<file path="config.mk">
export PLATFORM = sky130hd
export DESIGN_NAME = dmem_arbiter
export DESIGN_NICKNAME = d
export VERILOG_FILES = /design/src/rtl/dmem_arbiter.sv
export SDC_FILE = /design/constraint.sdc
export NUM_CORES = 1
export LEC_CHECK = 0
export BUFFER_PORTS_ARGS = -buffer_cell sky130_fd_sc_hd__buf_2
export CORE_AREA = 5 5 116 118
export CTS_BUF_LIST = sky130_fd_sc_hd__clkbuf_4 sky130_fd_sc_hd__clkbuf_8
export DETAILED_ROUTE_END_ITERATION = 12
export DIE_AREA = 0 0 121 123
export GPL_TIMING_DRIVEN = 0
export PLACE_DENSITY = 0.5
export SYNTH_ARGS = -nofsm -noshare
export SYNTH_HDL_FRONTEND = slang
export SYNTH_SLANG_ARGS = --single-unit
</file>
<file path="constraint.sdc">
create_clock -name i_clk -period 3.3 [get_ports i_clk]
set_input_delay 0.495 -clock i_clk [delete_from_list [all_inputs] [get_ports i_clk]]
set_output_delay 0.495 -clock i_clk [all_outputs]
set_load 0.01 [all_outputs]
</file>
<file path="src/rtl/dmem_arbiter.sv">
// ---------------------------------------------------------------------------
// dmem_arbiter
//   Shares the single data-memory port between the pipeline MEM stage (CPU)
//   and the debug unit (DBG loader/dumper). The CPU has priority. DBG is served
//   in these cases:
//     - the CPU is idle;
//     - the pipeline is halted;
//     - DBG has waited MAX_WAIT cycles, which forces one DBG slot.
//   The memory has a registered read, so read data arrives one cycle after
//   the grant.
//
//   Optional feature macro: DMEM_ARB_STATS_EN. It adds saturating grant and
//   forced-slot counters.
//
// Ports
//   i_clk, i_rst                 clock, synchronous active-high reset
//   i_cpu_req/we/addr/size/wdata CPU access request (size passes to memory)
//   o_cpu_stall                  CPU request not served this cycle
//   o_cpu_rdata                  memory read data pass-through to the CPU
//   i_dbg_halt                   pipeline halted, DBG gets absolute priority
//   i_dbg_req/we/addr/wdata      DBG request, held until o_dbg_gnt
//   o_dbg_gnt                    DBG request accepted this cycle
//   o_dbg_rvalid, o_dbg_rdata    DBG read data, one cycle after read grant
//   o_mem_*                      to data_memory
//   i_mem_rdata                  from data_memory
//   o_cpu_grants/o_dbg_grants/o_forced   statistics (DMEM_ARB_STATS_EN only)
// ---------------------------------------------------------------------------
module dmem_arbiter #(
    parameter int ADDR_LENGTH = 32,
    parameter int DATA_LENGTH = 32,
    parameter int MAX_WAIT    = 8,
    parameter int CNT_WIDTH   = 16
) (
    input  logic                   i_clk,
    input  logic                   i_rst,
    input  logic                   i_cpu_req,
    input  logic                   i_cpu_we,
    input  logic [ADDR_LENGTH-1:0] i_cpu_addr,
    input  logic [4:0]             i_cpu_size,
    input  logic [DATA_LENGTH-1:0] i_cpu_wdata,
    output logic                   o_cpu_stall,
    output logic [DATA_LENGTH-1:0] o_cpu_rdata,
    input  logic                   i_dbg_halt,
    input  logic                   i_dbg_req,
    input  logic                   i_dbg_we,
    input  logic [ADDR_LENGTH-1:0] i_dbg_addr,
    input  logic [DATA_LENGTH-1:0] i_dbg_wdata,
    output logic                   o_dbg_gnt,
    output logic                   o_dbg_rvalid,
    output logic [DATA_LENGTH-1:0] o_dbg_rdata,
    output logic [ADDR_LENGTH-1:0] o_mem_addr,
    output logic                   o_mem_we,
    output logic                   o_mem_re,
    output logic [4:0]             o_mem_size,
    output logic [DATA_LENGTH-1:0] o_mem_wdata,
    input  logic [DATA_LENGTH-1:0] i_mem_rdata
`ifdef DMEM_ARB_STATS_EN
   ,output logic [CNT_WIDTH-1:0]   o_cpu_grants,
    output logic [CNT_WIDTH-1:0]   o_dbg_grants,
    output logic [CNT_WIDTH-1:0]   o_forced
`endif
);

    localparam logic [7:0] MAX_W = MAX_WAIT[7:0];

    typedef enum logic [1:0] {S_IDLE, S_CPU, S_DBG, S_DBGF} state_t;
    typedef enum logic [1:0] {OWN_NONE, OWN_CPU, OWN_DBG} owner_t;

    typedef struct packed {
        logic                   we;
        logic                   re;
        logic [ADDR_LENGTH-1:0] addr;
        logic [4:0]             size;
        logic [DATA_LENGTH-1:0] wdata;
    } mem_req_t;

    state_t   state, state_nxt;
    owner_t   owner;
    logic     force_slot;
    logic     forced;
    logic [7:0] wait_cnt;
    logic     rvalid_q;
    mem_req_t mreq;

    // Owner selection and next state. A forced slot is never followed by another
    // forced slot, because force_slot is masked in S_DBGF. A requesting CPU
    // therefore wins the slot after a forced one, unless the pipeline is halted.
    always_comb begin
        force_slot = (wait_cnt == MAX_W) && (state != S_DBGF);
        owner      = OWN_NONE;
        forced     = 1'b0;
        if (!i_rst) begin
            if (i_dbg_req && (i_dbg_halt || !i_cpu_req || force_slot)) begin
                owner  = OWN_DBG;
                // DBG only beats a requesting, un-halted CPU through the force path.
                forced = i_cpu_req && !i_dbg_halt;
            end else if (i_cpu_req) begin
                owner = OWN_CPU;
            end
        end
        case (owner)
            OWN_CPU: state_nxt = S_CPU;
            OWN_DBG: state_nxt = forced ? S_DBGF : S_DBG;
            default: state_nxt = S_IDLE;
        endcase
    end

    always_ff @(posedge i_clk) begin
        if (i_rst) begin
            state    <= S_IDLE;
            wait_cnt <= 8'd0;
            rvalid_q <= 1'b0;
        end else begin
            state <= state_nxt;
            if (owner == OWN_DBG)
                wait_cnt <= 8'd0;
            else if (i_dbg_req && wait_cnt != MAX_W)
                wait_cnt <= wait_cnt + 8'd1;
            rvalid_q <= (owner == OWN_DBG) && !i_dbg_we;
        end
    end

    // Memory port mux. DBG accesses are always full word (size 0).
    always_comb begin
        mreq = '0;
        case (owner)
            OWN_CPU: begin
                mreq.we    = i_cpu_we;
                mreq.re    = !i_cpu_we;
                mreq.addr  = i_cpu_addr;
                mreq.size  = i_cpu_size;
                mreq.wdata = i_cpu_wdata;
            end
            OWN_DBG: begin
                mreq.we    = i_dbg_we;
                mreq.re    = !i_dbg_we;
                mreq.addr  = i_dbg_addr;
                mreq.wdata = i_dbg_wdata;
            end
            default: ;
        endcase
    end

    assign o_mem_we    = mreq.we;
    assign o_mem_re    = mreq.re;
    assign o_mem_addr  = mreq.addr;
    assign o_mem_size  = mreq.size;
    assign o_mem_wdata = mreq.wdata;

    assign o_cpu_stall = i_cpu_req && (owner != OWN_CPU);
    assign o_cpu_rdata = i_mem_rdata;
    assign o_dbg_gnt   = (owner == OWN_DBG);

    // rvalid is masked by reset so that a reset arriving in the cycle after a
    // read grant drops the response immediately, not one cycle later.
    assign o_dbg_rvalid = rvalid_q && !i_rst;
    assign o_dbg_rdata  = o_dbg_rvalid ? i_mem_rdata : '0;

`ifdef DMEM_ARB_STATS_EN
    localparam logic [CNT_WIDTH-1:0] CNT_ONE = 1;
    logic [CNT_WIDTH-1:0] cpu_cnt, dbg_cnt, frc_cnt;

    always_ff @(posedge i_clk) begin
        if (i_rst) begin
            cpu_cnt <= '0;
            dbg_cnt <= '0;
            frc_cnt <= '0;
        end else begin
            if (owner == OWN_CPU && cpu_cnt != '1) cpu_cnt <= cpu_cnt + CNT_ONE;
            if (owner == OWN_DBG && dbg_cnt != '1) dbg_cnt <= dbg_cnt + CNT_ONE;
            if (forced && frc_cnt != '1)           frc_cnt <= frc_cnt + CNT_ONE;
        end
    end

    assign o_cpu_grants = cpu_cnt;
    assign o_dbg_grants = dbg_cnt;
    assign o_forced     = frc_cnt;
`endif

endmodule

</file>
## Yosys cells after proc, flatten, opt, wreduce, memory -nomap -nowiden

Cells that the tools add are included.
Widths: inputs -> output; s select.

| storage, ports and cells | value |
|---|---|
| flip-flop bits (word level) | 11 |
| input bits | 172 |
| output and inout port bits | 138 |
| logic and storage cells | 36 |

| operators by class | value |
|---|---|
| $add $sub $neg | 1 |
| eq/ne operators | 6 |
| mux-type cells | 11 |
| reductions and logical operators | 15 |

Operator list:

| cell | count |
|---|---|
| $pmux 34 s2 | 1 |
| $pmux 32 s2 | 1 |
| $mux 32 | 1 |
| $add 8x1->8 const B | 1 |
| $eq 8x4->1 const B | 1 |
| $ne 8x4->1 const B | 1 |
| $logic_and 1x1->1 | 7 |
| $logic_not 1->1 | 5 |
| $mux 5 | 1 |
| $mux 1 | 4 |
| $mux 2 | 2 |
| $pmux 2 s2 | 1 |
| $eq 2x1->1 const B | 1 |
| $eq 2x2->1 const B | 1 |
| $logic_or 1x1->1 | 2 |
| $ne 2x1->1 const B | 1 |
| $ne 2x2->1 const B | 1 |
| $reduce_or 2->1 | 1 |

## Depth between registers and ports, before layout

Gate-level depths: netlist of the first run.

| depth | value |
|---|---|
| depth in word-level cells | 8 |
| mapped depth | 10 |
| gate-level depth less buffers | 9 |

## Least setup slack after synthesis of the first run

No wires, ideal clock.

| timing | value |
|---|---|
| path type | register to output |
| from | register wait_cnt[0] |
| to | output o_mem_addr[0] |
| data arrival time | 2.305 ns |
| path slack | 0.500 ns |
| cell stages (with the launch flop) | 11 |
| buffers on the path | 2 |
| cell sequence | dfxtp_1 inv_1 ha_1 and4bb_2 a311oi_2 nor3b_1 ha_1 clkbuf_1 buf_1 a22oi_1 nor2_1 |

| between the ends | value |
|---|---|
| word-level cells in the longest chain between the ends | 8 |
| elaborated cells on any way between the ends | 9 |

RTL lines:

| item | RTL line | RTL |
|---|---|---|
| start: declaration | 81 | `logic [7:0] wait_cnt;` |
| start signal: assignment | 118 | `wait_cnt <= wait_cnt + 8'd1;` |
| $eq 8x4->1 | 89 | `force_slot = (wait_cnt == MAX_W) && (state != S_DBGF);` |
| $logic_and 1x1->1 | 89 |  |
| $logic_or 1x1->1 | 93 | `if (i_dbg_req && (i_dbg_halt \|\| !i_cpu_req \|\| force_slot)) begin` |
| $logic_and 1x1->1 | 93 |  |
| $mux 2 | 93 |  |
| $mux 2 | 92 | `if (!i_rst) begin` |
| $eq 2x2->1 | -- |  |
| net o_dbg_gnt | 48 | `output logic o_dbg_gnt,` |
| $pmux 34 s2 | 126 | `case (owner)` |
| end: declaration | 51 | `output logic [ADDR_LENGTH-1:0] o_mem_addr,` |

The timed path passes the listed nets, and every way through them passes these cells.

## Worst setup path in the final report of the first run

| timing | value |
|---|---|
| from | register wait_cnt[0] |
| to | output o_mem_addr[9] |

| between the ends | value |
|---|---|
| word-level cells in the longest chain between the ends | 8 |
| elaborated cells on any way between the ends | 9 |

RTL lines:

| item | RTL line |
|---|---|
| $eq 8x4->1 * | 89 |
| $logic_and 1x1->1 * | 89 |
| $logic_or 1x1->1 * | 93 |
| $logic_and 1x1->1 * | 93 |
| $mux 2 * | 93 |
| $mux 2 * | 92 |
| $eq 2x2->1 or $eq 2x1->1 (tied branches) | 126 |
| $pmux 34 s2 * | 126 |

Mark *: on every way between the ends. The rest lies on a longest branch, timed or not.

==> flow_summary.ini, run 1 <==
[detailed_routing]
ant_nets = 0
post_drt_wl_per_cell_um = 15.45
avgViaCountPerCell = 4.235
vias = 3299
wl_um = 12040
drt_iter0_drc = 109
drc = 0
drt-pass1-iter-count = 4

[clock_network]
numClockSinks = 11
clkLatencyLatePin_ns = 0.23
cts_setup_buffers = 0
clkTransAtPathRegs_ns = 0.05
hold_buffers = 0
clockRootBuffer = clkbuf_8
cts-buffers-inserted = 3
h-tree-depth = 1
cts_max_path_buffers = 2
cts_tree = built

[placed_design]
dp_slack_ns = -0.3589
dpl.hpwl_um = 10750
io_buffers = 307
place.gp.congestion = 0.8422
place_area_sq_mm = 0.003681

[die]
coreArea_sq_mm = 0.01236
die_h_um = 123
die_w_um = 121
start_util_pct = 15.61
die_area_sq_mm = 0.01488
rows = 41
ios = 310

[timing]
drv_slew = 0
fin_crit_sh_pct = 95.34
fmax_ghz = 0.3178
min_period_ns = 3.146
maxSlewHeadroom_pct = 70.53
skew_ns = 0.0008967
setup_violations = 0
rsz0062_at_grt = true
tightest_slew_ns = 0.4420
hold_viol = 0
fin_ws_ns = 0.1537

[worst_setup_path]
r2r-end = wait_cnt[7]$_SDFFE_PP0P_
worstRegToRegCells = 9
worstPathRequired_ns = 2.80
crit_arrival_ns = 2.65
endpoint = o_mem_addr[9]
setup.worst_path.end_class = primary output
crit_type = reg -> out
r2r-start = wait_cnt[0]$_SDFFE_PP0P_
path_max_fanout = 10
reg2reg_slack_ns = 1.04
startpoint = wait_cnt[0]$_SDFFE_PP0P_
cp-start-kind = flop

[finish]
drive_gt1_share_pct = 62.27
antenna_cells = 0
layout_commonest_cell = buf_2
nFillCells = 1377
stdcell_area_sq_mm = 0.003822
layout_common_cells = buf_2, nor2_1, a22oi_1
nets = 785
area_growth_pct = 98.12

[global_routing]
grt_pass1_wl_um = 17510
antenna_found_initial = 0
grt_pass1_vias = 3401
overflow = 0
grt_start_max_net_pins = 11
track_usage_pct = 14.58

[power]
vdd_drop_max_uv = 85.89
p_leak_nw = 2.169
p_per_area_mw_per_mm2 = 177.4

[hold_path]
hp-class = reg -> reg

[logic_synthesis]
syn-mean-instance-area_sq_um = 6.496
syn_inst = 297
ys_warn_count = 0
ys_seq_area_share_pct = 11.41
syn-num-nets = 474
syn-cell-area_sq_mm = 0.001929
yosysUniqueCellTypes = 36
ys_seq_elements = 11

[run]
maxCapViolCount = 0

[run_status]
status = completed
metal layers:
layer	track usage (%)	vias up	share of wire, %
met1	16.03	1485	38
met5	0	-	0
met2	29.35	186	52
met3	3.111	2	9.3
met4	1.487	0	0.19
li1	-	1626	-
stage by stage:
stage / std cells / total power, mW / hold WS [ns] / setup TNS [ns] / utilization [%]
after global placement: 776 / 0.5299 / 0.4654 / -8.616 / 29.77
after detailed placement: 776 / 0.5348 / 0.4846 / -10.18 / 29.77
after floorplan: 297 / 0.3252 / 0.4520 / 0 / -
final: 779 / 0.6782 / 0.4865 / 0 / 30.92
after global routing: 779 / 0.7340 / 0.5245 / -0.1625 / 30.92
after CTS: 779 / 0.6869 / 0.5006 / -0.01331 / 30.71
worst min path at each step:
stage	start	to	slack (ns)	depth (start not counted)
after floorplan	wait_cnt[7]$_SDFFE_PP0P_	wait_cnt[7]$_SDFFE_PP0P_	0.45	2
after global placement	wait_cnt[7]$_SDFFE_PP0P_	wait_cnt[7]$_SDFFE_PP0P_	0.47	2
after detailed placement	wait_cnt[7]$_SDFFE_PP0P_	wait_cnt[7]$_SDFFE_PP0P_	0.48	2
after CTS	wait_cnt[7]$_SDFFE_PP0P_	wait_cnt[7]$_SDFFE_PP0P_	0.50	2
after global routing	wait_cnt[0]$_SDFFE_PP0P_	wait_cnt[0]$_SDFFE_PP0P_	0.52	2
final	wait_cnt[0]$_SDFFE_PP0P_	wait_cnt[0]$_SDFFE_PP0P_	0.49	2
sequential cells by signal (all words and copies together), names as in the netlist:
register and flops:
wait_cnt 8, state 2, rvalid_q 1
report_power, final:
group	internal, mW	switching (mW)
Clock	0.0926	0.0454
Sequential	0.137	0.00314
Combinational	0.196	0.204
Total	0.426	0.252
cells by family after synthesis:
family / Yosys count / synth area share [%]
AND/OR/NAND/NOR: 135 / 34.31
AO/OA/AOI/OAI: 79 / 30.54
buffers and inverters: 63 / 18.55
flip-flops: 11 / 11.41
adder cells (fa/ha/maj): 5 / 3.243
XOR/XNOR: 2 / 0.9081
multiplexers: 2 / 1.038
Yosys cell counts:
cell type   n  area [sq um]
nor2_1     71         266.5
and4b_1     1         10.01
xor2_1      2         17.52
nand3_1     2         10.01
nor2b_1     2         12.51
a41oi_1     1         8.760
o31ai_1     1         7.510
a311oi_2    1         15.01
clkbuf_1   22         82.58
nor3_1      2         10.01
inv_1       3         11.26
or2_2       1         6.260
or3_1       1         6.260
ha_1        5         62.56
mux2i_1     2         20.02
o21ai_0     2         10.01
or4_1       1         7.510
buf_1       5         18.77
a211o_2     1         10.01
nand2_1     8         30.03
nand2b_1    2         12.51
nand3_2     1         10.01
or3_2       1         7.510
a21oi_1     5         25.02
o21ba_2     1         10.01
a21boi_0    1         7.510
a22oi_1    65         488.0
and4bb_2    1         12.51
and2_1     37         231.5
or3b_1      1         8.760
nand4_1     2         12.51
dfxtp_1    11         220.2
o21bai_1    1         7.510
buf_2       1         5.000
buf_4      32         240.2
nor3b_1     1         7.510
worst max-delay path: stages (launching register included):
cell and delay (ns):
dfxtp_2 0.34, inv_1 0.08, ha_1 0.15, and4bb_2 0.30
a311oi_4 0.13, or3b_1 0.43, ha_4 0.31, buf_2 0.21
buf_2 0.26, nor2_1 0.07, buf_2 0.14
area by class of cell:
class	count	area [sq um]	area share, %
Clock buffer	4	48.80	1.277
Multi-Input combinational cell	223	1409	36.86
Sequential cell	11	222.7	5.827
Inverter	3	11.26	0.2946
Timing Repair Buffer	307	1536	40.20
Buffer	59	379.1	9.918
Tap cell	172	215.2	5.630
timing repair:
item / in CTS / in global routing
hold endpoints to repair: 0 / 0
resized for setup: 26 / 13
pin swaps: 0 / 3
gates cloned: 0 / 0
endpoints found under the setup margin: 72 / 70
No activity file was read; power rests on OpenSTA's default activity.
==> run 2, diff against run 1 <==
Settings changed: CELL_PAD_IN_SITES_DETAIL_PLACEMENT from default to 1, CELL_PAD_IN_SITES_GLOBAL_PLACEMENT from default to 1, CORE_AREA 5 5 116 118 to default, CORE_MARGIN from default to 5, CORE_UTILIZATION from default to 15, DIE_AREA 0 0 121 123 to default, PLACE_DENSITY 0.5 to 0.8.
Clock period 3.3 ns to 2.7 ns, I/O delays scaled along.
==> flow_summary.ini, run 2 (synthesis gave the netlist of run 1 again) <==
[die]
die_h_um = 123.4
coreArea_sq_mm = 0.01262
start_util_pct = 15.29
die_area_sq_mm = 0.01523
rows = 41
ios = 310
die_w_um = 123.4

[timing]
fin_crit_sh_pct = 107.0
rsz0062_at_grt = true
min_period_ns = 2.888
fin_ws_ns = -0.1882
setup_violations = 67
drv_slew = 0
fin_hold_ws_ns = 0.4580
hold_viol = 0
fmax_ghz = 0.3462
tightest_slew_ns = 0.5867
maxSlewHeadroom_pct = 60.81
skew_ns = 0.0004389
tns_ns = -7.741

[global_routing]
grt_pass1_vias = 3717
grt_pass1_wl_um = 18670
overflow = 0
antenna_found_initial = 2
grt_start_max_net_pins = 11
track_usage_pct = 15.44

[finish]
layout_common_cells = buf_2, nor2_1, a22oi_2
largest_registers = wait_cnt x8, state x2, rvalid_q x1
final_util_pct = 37.13
antenna_cells = 0
stdcell_count = 800
stdcell_area_sq_mm = 0.004686
nets = 806
multi_input_area_sq_mm = 0.001742
ff_latch_area_sq_um = 225.2
area_growth_pct = 142.9
layout_commonest_cell = buf_2
nFillCells = 1661
regMostFlops = wait_cnt
largest_reg_flops = 8
drive_gt1_share_pct = 75.16

[detailed_routing]
drc = 0
drt_iter0_drc = 55
drt-pass1-iter-count = 4
avgViaCountPerCell = 4.329
post_drt_wl_per_cell_um = 16.57
ant_nets = 0
vias = 3463
wl_um = 13260

[worst_setup_path]
crit_path_max_incr_delay_ns = 0.35
crit_chain = inv_4 -> ha_4 -> and4bb_2 -> a311oi_4 -> o21bai_1 -> ha_2 -> clkbuf_16 -> clkbuf_16 -> a22oi_1 -> nor2_1 -> buf_2
cp_common_cell = clkbuf_16
r2r-start = wait_cnt[0]$_SDFFE_PP0P_
setup.worst_path.end_class = primary output
critPathSlowestCell = dfxtp_4
startpoint = wait_cnt[0]$_SDFFE_PP0P_
path_max_fanout = 5
cp-start-kind = flop
crit_type = reg -> out
crit_arrival_ns = 2.48
worstPathRequired_ns = 2.30

[run]
maxCapViolCount = 0

[power]
power_mw = 1.002
p_leak_nw = 2.431
vdd_drop_max_uv = 121.2
p_per_area_mw_per_mm2 = 213.9

[placed_design]
numPlacedInstances = 776
dp_slack_ns = -0.8654
place.gp.congestion = 0.7463
place_area_sq_mm = 0.003684
dpl.hpwl_um = 10280
io_buffers = 307

[clock_network]
cts_tree = built
clkTransAtPathRegs_ns = 0.05
h-tree-depth = 1
clkLatencyLatePin_ns = 0.24
cts_max_path_buffers = 2
clockRootBuffer = clkbuf_8
cts-buffers-inserted = 3
numClockSinks = 11

[run_status]
status = finished with violations
violations = negative setup slack

[hold_path]
hp-start = i_dbg_we
hp-class = in -> reg
## run 2: cell count changes in the layout (fill, tap and decap cells not counted), sizes merged
cell	previous run	this run
clkbuf	20	27
buf	350	364
## run 2: worst max-delay path: cells and delay by family (launching register included)
family / cells / cell delay (ns)
AO/OA/AOI/OAI: 3 / 0.65
adder cells (fa/ha/maj): 2 / 0.40
buffers and inverters: 4 / 0.53
flip-flops: 1 / 0.35
AND/OR/NAND/NOR: 2 / 0.31
## run 2: area by class of cell
type / instances / share of cell area (%)
plain buffers: 59 / 12.42
clock buffers: 4 / 1.041
inverters: 3 / 0.2937
multi-input cells: 223 / 37.17
flip-flops and latches: 11 / 4.806
well taps: 172 / 4.593
repair buffers: 328 / 39.68
## run 2: final timing paths
path                                                  to  slack, ns  cells after the start
worst max-delay path                     o_mem_wdata[23]      -0.19                     11
worst min-delay path                 rvalid_q$_SDFF_PP0_       0.46                      3
worst max register to register  wait_cnt[6]$_SDFFE_PP0P_       0.19                     12
worst min register to register  wait_cnt[7]$_SDFFE_PP0P_       0.52                      2
## run 2: routing by layer
layer	up-vias	wire length (um)	track usage, %
met3	14	1447	4.300
met4	4	110	2.076
li1	1667	-	-
met2	194	7254	31.40
met5	-	27	0
met1	1584	4419	15.76
## run 2: repair_timing
item / 4_1_cts / 5_1_grt
pin swaps: 6 / 9
buffers inserted: 12 / 2
hold buffers: 0 / 0
gates resized for setup: 132 / 37
setup endpoints to repair: 73 / 72
cloned: 6 / 2
## run 2: power breakdown
| group | leakage (nW) | switching [mW] | internal [mW] |
|---|---|---|---|
| clock network | 0.0262 | 0.0618 | 0.114 |
| registers | 0.0902 | 0.00268 | 0.167 |
| logic | 2.32 | 0.306 | 0.351 |
